[src/rtl/clk_period_meas_pkg.sv]
// Shared types, default widths and the tolerance-compare helper for clk_period_meas.
package clk_period_meas_pkg;

    localparam int DEF_CNT_W       = 16;
    localparam int DEF_SYNC_STAGES = 2;
    localparam int DEF_TIMEOUT     = 1000;
    localparam int DEF_ERR_W       = 8;

    // One bit wider than the largest supported counter so the difference never wraps.
    localparam int DIFF_W = 33;

    typedef enum logic [1:0] {
        IDLE = 2'd0,
        ARM  = 2'd1,
        MEAS = 2'd2
    } state_e;

    function automatic logic [DIFF_W-1:0] abs_diff(input logic [DIFF_W-1:0] a,
                                                   input logic [DIFF_W-1:0] b);
        logic [DIFF_W-1:0] r;
        if (a >= b) begin
            r = a - b;
        end else begin
            r = b - a;
        end
        return r;
    endfunction

endpackage

[src/rtl/clk_period_meas_sync_edge_det.sv]
// Multi-stage synchronizer for an asynchronous level plus a registered rising-edge pulse.
module sync_edge_det #(
    parameter int STAGES = 2
) (
    input  logic clk,
    input  logic rst,
    input  logic din,
    output logic pulse
);

    logic [STAGES-1:0] sync_r;
    logic              prev_r;

    // Synchronizer chain, delayed copy and edge pulse register.
    always_ff @(posedge clk) begin
        if (rst) begin
            sync_r <= {STAGES{1'b0}};
            prev_r <= 1'b0;
            pulse  <= 1'b0;
        end else begin
            sync_r <= {sync_r[STAGES-2:0], din};
            prev_r <= sync_r[STAGES-1];
            pulse  <= sync_r[STAGES-1] & ~prev_r;
        end
    end

endmodule

[src/rtl/clk_period_meas.sv]
// Clock-period monitor: measures mon_in period in clk cycles and checks it against exp +/- tol.
// Optional min/max period tracking is compiled in when PERIOD_MINMAX_EN is defined.
module clk_period_meas
    import clk_period_meas_pkg::*;
#(
    parameter int CNT_W       = DEF_CNT_W,
    parameter int SYNC_STAGES = DEF_SYNC_STAGES,
    parameter int TIMEOUT     = DEF_TIMEOUT,
    parameter int ERR_W       = DEF_ERR_W
) (
    input  logic             clk,
    input  logic             rst,
    input  logic             enable,
    input  logic             mon_in,
    input  logic [CNT_W-1:0] exp_period,
    input  logic [CNT_W-1:0] tolerance,
    output logic [CNT_W-1:0] period_o,
    output logic             period_vld,
    output logic             pass_o,
    output logic             timeout_o,
    output logic [ERR_W-1:0] err_cnt
`ifdef PERIOD_MINMAX_EN
    ,
    output logic [CNT_W-1:0] min_period_o,
    output logic [CNT_W-1:0] max_period_o
`endif
);

    localparam logic [CNT_W-1:0] CNT_ZERO = {CNT_W{1'b0}};
    localparam logic [CNT_W-1:0] CNT_ONE  = CNT_W'(1);
    localparam logic [CNT_W-1:0] CNT_MAX  = {CNT_W{1'b1}};
    localparam logic [CNT_W-1:0] TO_VAL   = CNT_W'(TIMEOUT);
    localparam logic [CNT_W-1:0] TO_ARM   = CNT_W'(TIMEOUT - 1);
    localparam logic [ERR_W-1:0] ERR_ONE  = ERR_W'(1);
    localparam logic [ERR_W-1:0] ERR_MAX  = {ERR_W{1'b1}};

    state_e             state_r;
    logic [CNT_W-1:0]   cnt_r;
    logic [CNT_W-1:0]   exp_r;
    logic [CNT_W-1:0]   tol_r;
    logic               edge_s;
    logic [DIFF_W-1:0]  diff_s;
    logic               within_s;

    function automatic logic [ERR_W-1:0] err_inc(input logic [ERR_W-1:0] v);
        return (v == ERR_MAX) ? v : v + ERR_ONE;
    endfunction

    sync_edge_det #(
        .STAGES (SYNC_STAGES)
    ) u_mon_sync (
        .clk   (clk),
        .rst   (rst),
        .din   (mon_in),
        .pulse (edge_s)
    );

    assign diff_s   = abs_diff(DIFF_W'(cnt_r), DIFF_W'(exp_r));
    assign within_s = (diff_s <= DIFF_W'(tol_r));

    // Monitor FSM: arm on the first edge, then measure and check every period, flagging timeouts.
    always_ff @(posedge clk) begin
        if (rst) begin
            state_r    <= IDLE;
            cnt_r      <= CNT_ZERO;
            exp_r      <= CNT_ZERO;
            tol_r      <= CNT_ZERO;
            period_o   <= CNT_ZERO;
            period_vld <= 1'b0;
            pass_o     <= 1'b0;
            timeout_o  <= 1'b0;
            err_cnt    <= {ERR_W{1'b0}};
`ifdef PERIOD_MINMAX_EN
            min_period_o <= CNT_MAX;
            max_period_o <= CNT_ZERO;
`endif
        end else begin
            period_vld <= 1'b0;
            timeout_o  <= 1'b0;
            if (!enable) begin
                state_r <= IDLE;
                cnt_r   <= CNT_ZERO;
            end else begin
                case (state_r)
                    IDLE: begin
                        exp_r   <= exp_period;
                        tol_r   <= tolerance;
                        cnt_r   <= CNT_ZERO;
                        state_r <= ARM;
`ifdef PERIOD_MINMAX_EN
                        min_period_o <= CNT_MAX;
                        max_period_o <= CNT_ZERO;
`endif
                    end
                    ARM: begin
                        if (edge_s) begin
                            cnt_r   <= CNT_ONE;
                            state_r <= MEAS;
                        end else if (cnt_r >= TO_ARM) begin
                            timeout_o <= 1'b1;
                            err_cnt   <= err_inc(err_cnt);
                            cnt_r     <= CNT_ZERO;
                        end else begin
                            cnt_r <= cnt_r + CNT_ONE;
                        end
                    end
                    MEAS: begin
                        // An edge takes priority over a simultaneous timeout.
                        if (edge_s) begin
                            period_o   <= cnt_r;
                            period_vld <= 1'b1;
                            pass_o     <= within_s;
                            cnt_r      <= CNT_ONE;
                            if (!within_s) begin
                                err_cnt <= err_inc(err_cnt);
                            end else begin
                                err_cnt <= err_cnt;
                            end
`ifdef PERIOD_MINMAX_EN
                            min_period_o <= (cnt_r < min_period_o) ? cnt_r : min_period_o;
                            max_period_o <= (cnt_r > max_period_o) ? cnt_r : max_period_o;
`endif
                        end else if (cnt_r >= TO_VAL) begin
                            timeout_o <= 1'b1;
                            err_cnt   <= err_inc(err_cnt);
                            cnt_r     <= CNT_ZERO;
                            state_r   <= ARM;
                        end else if (cnt_r != CNT_MAX) begin
                            cnt_r <= cnt_r + CNT_ONE;
                        end else begin
                            cnt_r <= cnt_r;
                        end
                    end
                    default: begin
                        state_r <= IDLE;
                        cnt_r   <= CNT_ZERO;
                    end
                endcase
            end
        end
    end

endmodule

[config.mk]
export PLATFORM = sky130hd
export DESIGN_NAME = clk_period_meas
export DESIGN_NICKNAME = d
export VERILOG_FILES = /design/src/rtl/clk_period_meas_pkg.sv /design/src/rtl/clk_period_meas_sync_edge_det.sv /design/src/rtl/clk_period_meas.sv
export SDC_FILE = /design/constraint.sdc
export NUM_CORES = 1
export LEC_CHECK = 0
export CORE_ASPECT_RATIO = 0.8
export CORE_MARGIN = 2
export CORE_UTILIZATION = 50
export CTS_BUF_LIST = sky130_fd_sc_hd__clkbuf_16
export DETAILED_ROUTE_END_ITERATION = 16
export GPL_TIMING_DRIVEN = 1
export PLACE_DENSITY = 0.76
export SYNTH_ARGS = -nofsm -noshare
export SYNTH_HDL_FRONTEND = slang
export SYNTH_SLANG_ARGS = --single-unit
[constraint.sdc]
create_clock -name clk -period 8.6 [get_ports clk]
set_clock_uncertainty 0.15 [all_clocks]
set_input_delay 2.15 -clock clk [delete_from_list [all_inputs] [get_ports clk]]
set_output_delay 2.15 -clock clk [all_outputs]
set_load 0.05 [all_outputs]
# After elaboration in Yosys (flattened, before gate mapping)
# Index checks and enable logic that the tools add are counted.
# totals
reg_bits,81
output_inout_bits,27
word_cells,68
# op_classes
addsub,4
n_lt_le_gt_ge,4
n_eq_ne,12
n_mux,24
n_bitwise,4
n_reduce_logical,8
# ops
cell,n
two-way mux 16 bit,5
two-way mux 8 bit,6
subtractor 16 x 16 -> 17 bit,2
less-or-equal comparator 33 x 16 -> 1 bit,1
two-way mux 33 bit,1
greater-or-equal comparator 16 x 10 -> 1 bit (second input constant),2
case mux 16 bit (2 select lines),1
adder 16 x 1 -> 16 bit (second input constant),1
greater-or-equal comparator 16 bit,1
!= test 16 bit (second input constant),1
case mux 8 bit (2 select lines),1
adder 8 x 1 -> 8 bit (second input constant),1
== test 8 bit (second input constant),1
!= test 2 bit (second input constant),4
two-way mux 2 bit,3
case mux 2 bit (3 select lines),1
AND reduction 3 bit,2
AND reduction 6 bit,1
two-way mux 1 bit,5
!= test 4 x 3 -> 1 bit (second input constant),1
!= test 3 x 2 -> 1 bit (second input constant),1
!= test 3 bit (second input constant),1
NOT 1 bit,3
OR reduction 3 bit,1
9 further kinds,9

# Depth between registers and ports, before layout
# depth
depth_word,6
ltp_mapped,22

# Cells and area by module
# Synthesis repeated with hierarchy kept, for this count alone.
# unflattened
hier_cells,673
hier_area_um2,5168.7
# by_module_without_submodules
module,instances,cells_per_inst,area_per_inst_um2
clk_period_meas,1,665,5057.4
sync_edge_det,1,8,111.4

# Least setup slack after synthesis
# No wires, ideal clock.
# synth_path
kind,reg-to-reg
from,register cnt_r[1]
to,register err_cnt[1]
setup_ns,0.128
arrival_time_ns,4.126
t_required_ns,8.322
path_slack_ns,4.196
path_stages_with_launch,20
synth_period_minus_slack_ns,4.404
path_cell_list,dfxtp_1 -> inv_1 -> ha_1 -> nor2b_1 -> o211a_4 -> o211ai_4 -> a31o_4 -> buf_4 -> mux2i_2 -> xor2_1 -> ha_1 -> and4_1 -> a21oi_1 -> o221ai_1 -> a2111oi_0 -> o211ai_1 -> o21ai_1 -> buf_4 -> mux2i_1 -> nor2_1
# synth_via
elab_chain_cells,5
word_cells_on_any_way,11
classes_between,2 x add/sub; 4 x order compare; 3 x eq/ne; 1 x mux; 1 x reduce/logical
# synth_lines
item,line,text
start: declaration,clk_period_meas.sv:38,logic [CNT_W-1:0] cnt_r;
start signal: assignment,clk_period_meas.sv:104,cnt_r <= cnt_r + CNT_ONE;
start signal: assignment,clk_period_meas.sv:129,cnt_r <= cnt_r + CNT_ONE;
start signal: assignment,clk_period_meas.sv:131,cnt_r <= cnt_r;
subtractor 16 x 16 -> 17 bit (tied with other cells),clk_period_meas_pkg.sv:24,r = b - a;
two-way mux 33 bit,clk_period_meas_pkg.sv:21,if (a >= b) begin
less-or-equal comparator 33 x 16 -> 1 bit,clk_period_meas.sv:59,assign within_s = (diff_s <= DIFF_W'(tol_r));
!= test 3 bit (no source line),n/a,
AND reduction 6 bit (no source line) *,n/a,
end signal: assignment,clk_period_meas.sv:72,err_cnt <= {ERR_W{1'b0}};
end signal: assignment,clk_period_meas.sv:101,err_cnt <= err_inc(err_cnt);
end signal: assignment,clk_period_meas.sv:115,err_cnt <= err_inc(err_cnt);
end: declaration,clk_period_meas.sv:21,output logic [ERR_W-1:0] err_cnt
# Every way passes the cells marked *; elsewhere a longest branch is shown, timed or not.
# A chain may end at the register's enable or synchronous reset.

# Final worst setup path
# layout_path
from,register cnt_r[12]
to,register err_cnt[1]
# The elaborated chain is that of the path after synthesis.

==> qor.yml <==
setup.worst_path.end_class: "flop"
wl_per_cell_microns: 15.9
holdCritPathClass: "flop to flop"
synth_compound_area_share_pct: 20.2
die_y_microns: 94.4
finalWirelength_mm: 13.3
path_class: "flop to flop"
postcts_setup_bufs: 0
postSynthCellCount: 650
post_synth_fa_ha_maj_area_fraction_pct: 14.3
most-common-layout-cells: "sky130_fd_sc_hd__nand2_1, sky130_fd_sc_hd__a21oi_1, sky130_fd_sc_hd__dfxtp_1"
synth_async_reset_ratio_pct: 0
min_from: "u_mon_sync.prev_r$_SDFF_PP0_"
yosys_warnings: 0
synth_top_flop_cell: "sky130_fd_sc_hd__dfxtp_1"
mostFrequentLayoutCell: "sky130_fd_sc_hd__nand2_1"
layout.filler_cells: 875
worst_skew_pair.late_latency_ns: 0.34
antenna_found_initial: 0
pin_count: 63
synth_simple_gate_area_share_pct: 19.1
rsz0062_at_grt: "no"
hpwl_mm: 10.0
reg2reg_from: "cnt_r[12]$_SDFFE_PP0P_"
post_synth_xor_area_fraction_pct: 3.94
clock_tree.buffer_depth: 2
synth_seq_cells: 81
design.die.area_sq_um: 11000
start_kind: "flop"
worst_slew_pin_slew_ns: 1.25
cts_hold_buf: 0
remaining_drc_errors: 0
syn_to_final_growth_pct: 18.0
syn-cell-area_sq_um: 5110
grt_use_total_pct: 25.1
yosysUniqueCellTypes: 64
static-leakage-power_nw: 2.33
dieWidth_microns: 117
synthesis.area_per_instance_sq_um: 7.86
root_buffer_selected_by_cts: "sky130_fd_sc_hd__clkbuf_16"
postCtsResizedCells: 0
fin_nets: 787
synth.mux.area_fraction_pct: 2.94
via_count: 4562
grt_max_degree: 62
period_share_pct: 71.3
clock_sinks: 81
slew_violations: 0
via_count_of_the_first_global_routing_pass: 4418
fmax_ghz: 0.163
synth_top_family_by_area: "compound AO/OA/AOI/OAI gates"
grt_first_pass_wirelength_mm: 21.6
minimum_clock_period_after_layout_ns: 6.13
drt-vias-per-instance: 5.46
antenna_left: 0
core_sq_um: 9810
path_clk_slew_ns: 0.07
drt_iter0_drcs: 228
hold_viol: 0
final_layout_size_suffix_gt1_share_pct: 4.43
tritoncts_clock_tree: "yes"
cts.htree.levels: 3
gp_congestion: 0.983
placement_rows: 32
critPathArrivalTime_ns: 6.16
grt-ovfl-total: 0
crit_required_ns: 8.64
seq_area_sq_um: 1620
highest_fanout_seen_on_the_critical_path: 13
dr.pass1.iters: 4
timing.max_slew.rel_slack_pct: 16.6
setup.worst_path.start: "cnt_r[12]$_SDFFE_PP0P_"
outcome: "finished clean"
n_antenna_cell: 0
tritoncts.num_buffers: 9
power_mw: 1.04
final_setup_violation_count: 0
cellPowerDensity_nw_per_um2: 172
ys_seq_area_share_pct: 31.7
multiInputGateArea_sq_um: 3110
vdd_drop_max_v: 0.000137
edff_count_synth: 0
place.port_buffers: 62
fin_setup_tns_ns: 0
cap_viol_max_count: 0
initial_core_util_pct: 52.1
[through the flow]
step                setup slack [ns]  util [%]  cells  instance area (sq um)  hold slack [ns]
floorplan                       4.20         -    655                   5130            0.217
global placement                2.92      58.5    819                   5740            0.224
detailed placement              2.68      58.5    819                   5740            0.244
CTS                             2.63      61.5    835                   6030            0.254
global route                    1.95      61.5    835                   6030            0.277
finish                          2.47      61.5    835                   6030            0.250
[cell type report]
| class | count | share of cell area, % |
|---|---|---|
| clock buffer | 9 | 3.74 |
| clock inverter | 7 | 1.02 |
| inverter | 59 | 3.67 |
| multi-input combinational | 481 | 51.6 |
| sequential | 81 | 26.9 |
| tap | 136 | 2.82 |
| timing repair buffer | 62 | 10.2 |
[cell families (layout without fill, tap and decap cells)]
| logic type | count (synthesis) | count (layout) |
|---|---|---|
| fa+ha+maj | 57 | 57 |
| simple gates | 216 | 216 |
| flops | 81 | 81 |
| compound gates | 165 | 165 |
| xor+xnor | 23 | 23 |
| other cells | 1 | 6 |
| buf+inv | 93 | 137 |
| mux | 14 | 14 |
[state kept, by name, summed over array words and instances (netlist names)]
name / count
cnt_r: 16
exp_r: 16
period_o: 16
tol_r: 16
err_cnt: 8
state_r: 2
u_mon_sync.sync_r: 2
pass_o: 1
period_vld: 1
timeout_o: 1
u_mon_sync.prev_r: 1
u_mon_sync.pulse: 1
[critical path: stages (launching register included)]
cell	delay (ns)
sky130_fd_sc_hd__dfxtp_1	0.38
sky130_fd_sc_hd__inv_1	0.07
sky130_fd_sc_hd__ha_1	0.56
sky130_fd_sc_hd__o211ai_1	0.15
sky130_fd_sc_hd__o21ai_0	0.26
sky130_fd_sc_hd__nand2_1	0.18
sky130_fd_sc_hd__a31oi_2	0.64
sky130_fd_sc_hd__mux2i_1	0.40
sky130_fd_sc_hd__o22a_1	0.25
sky130_fd_sc_hd__xnor2_1	0.14
sky130_fd_sc_hd__ha_1	0.28
sky130_fd_sc_hd__a21oi_1	0.15
sky130_fd_sc_hd__a21o_1	0.13
sky130_fd_sc_hd__a21boi_0	0.07
sky130_fd_sc_hd__a2111oi_0	0.94
sky130_fd_sc_hd__o211ai_1	0.24
sky130_fd_sc_hd__o21ai_1	0.67
sky130_fd_sc_hd__mux2i_1	0.26
sky130_fd_sc_hd__nor2_1	0.05
[power breakdown]
part	internal, mW	switching (mW)
Clock	0.202	0.175
Sequential	0.387	0.0107
Combinational	0.113	0.149
Total	0.702	0.335
[routing by layer]
metal / up-vias / global-route usage [%] / part of all wire (%)
met1: 2152 / 35.8 / 51
met2: 107 / 38.8 / 43
met3: 17 / 4.94 / 4.4
met4: 0 / 6.76 / 1.3
li1: 2286 / - / -
met5: - / 0 / 0
[worst paths after layout]
path                                                    end  slack, ns  depth (start not counted)
worst max-delay path                err_cnt[1]$_SDFFE_PP0P_       2.47                         18
worst min-delay path            u_mon_sync.pulse$_SDFF_PP0_       0.25                          1
worst max register to register      err_cnt[1]$_SDFFE_PP0P_       2.47                         18
worst min register to register  u_mon_sync.pulse$_SDFF_PP0_       0.25                          1
[cell usage after synthesis, drive strengths merged (2+ instances only)]
master   instances  area share, %
dfxtp           81             32
nand2          123            9.0
mux2             2           0.51
mux2i           12            2.4
nor4             2           0.24
buf             15            2.0
o31ai            2           0.29
xnor2           15            2.6
and4             3           0.56
a21oi           88            8.7
nor3             7           0.69
o211a            2           0.54
and3             6           0.83
inv             59            4.3
ha              55             13
o21ai           24            2.4
fa               2           0.78
a21o             5           0.73
o211ai           7            1.3
a31oi            4           0.61
or3              5           0.61
nor2            24            1.8
nand2b           2           0.24
nand3           19            1.9
o21a             4           0.59
a31o             2           0.51
and2             2           0.24
a211oi           5           0.83
xor2             8            1.4
o2111ai          2           0.47
a21boi           2           0.29
clkbuf          19            1.4
nand4            6           0.86
nor2b           12            1.5
or4              2           0.29
o221ai           4           0.81
o21bai           8            1.2
Note: power is estimated with default switching activity, not from simulation.
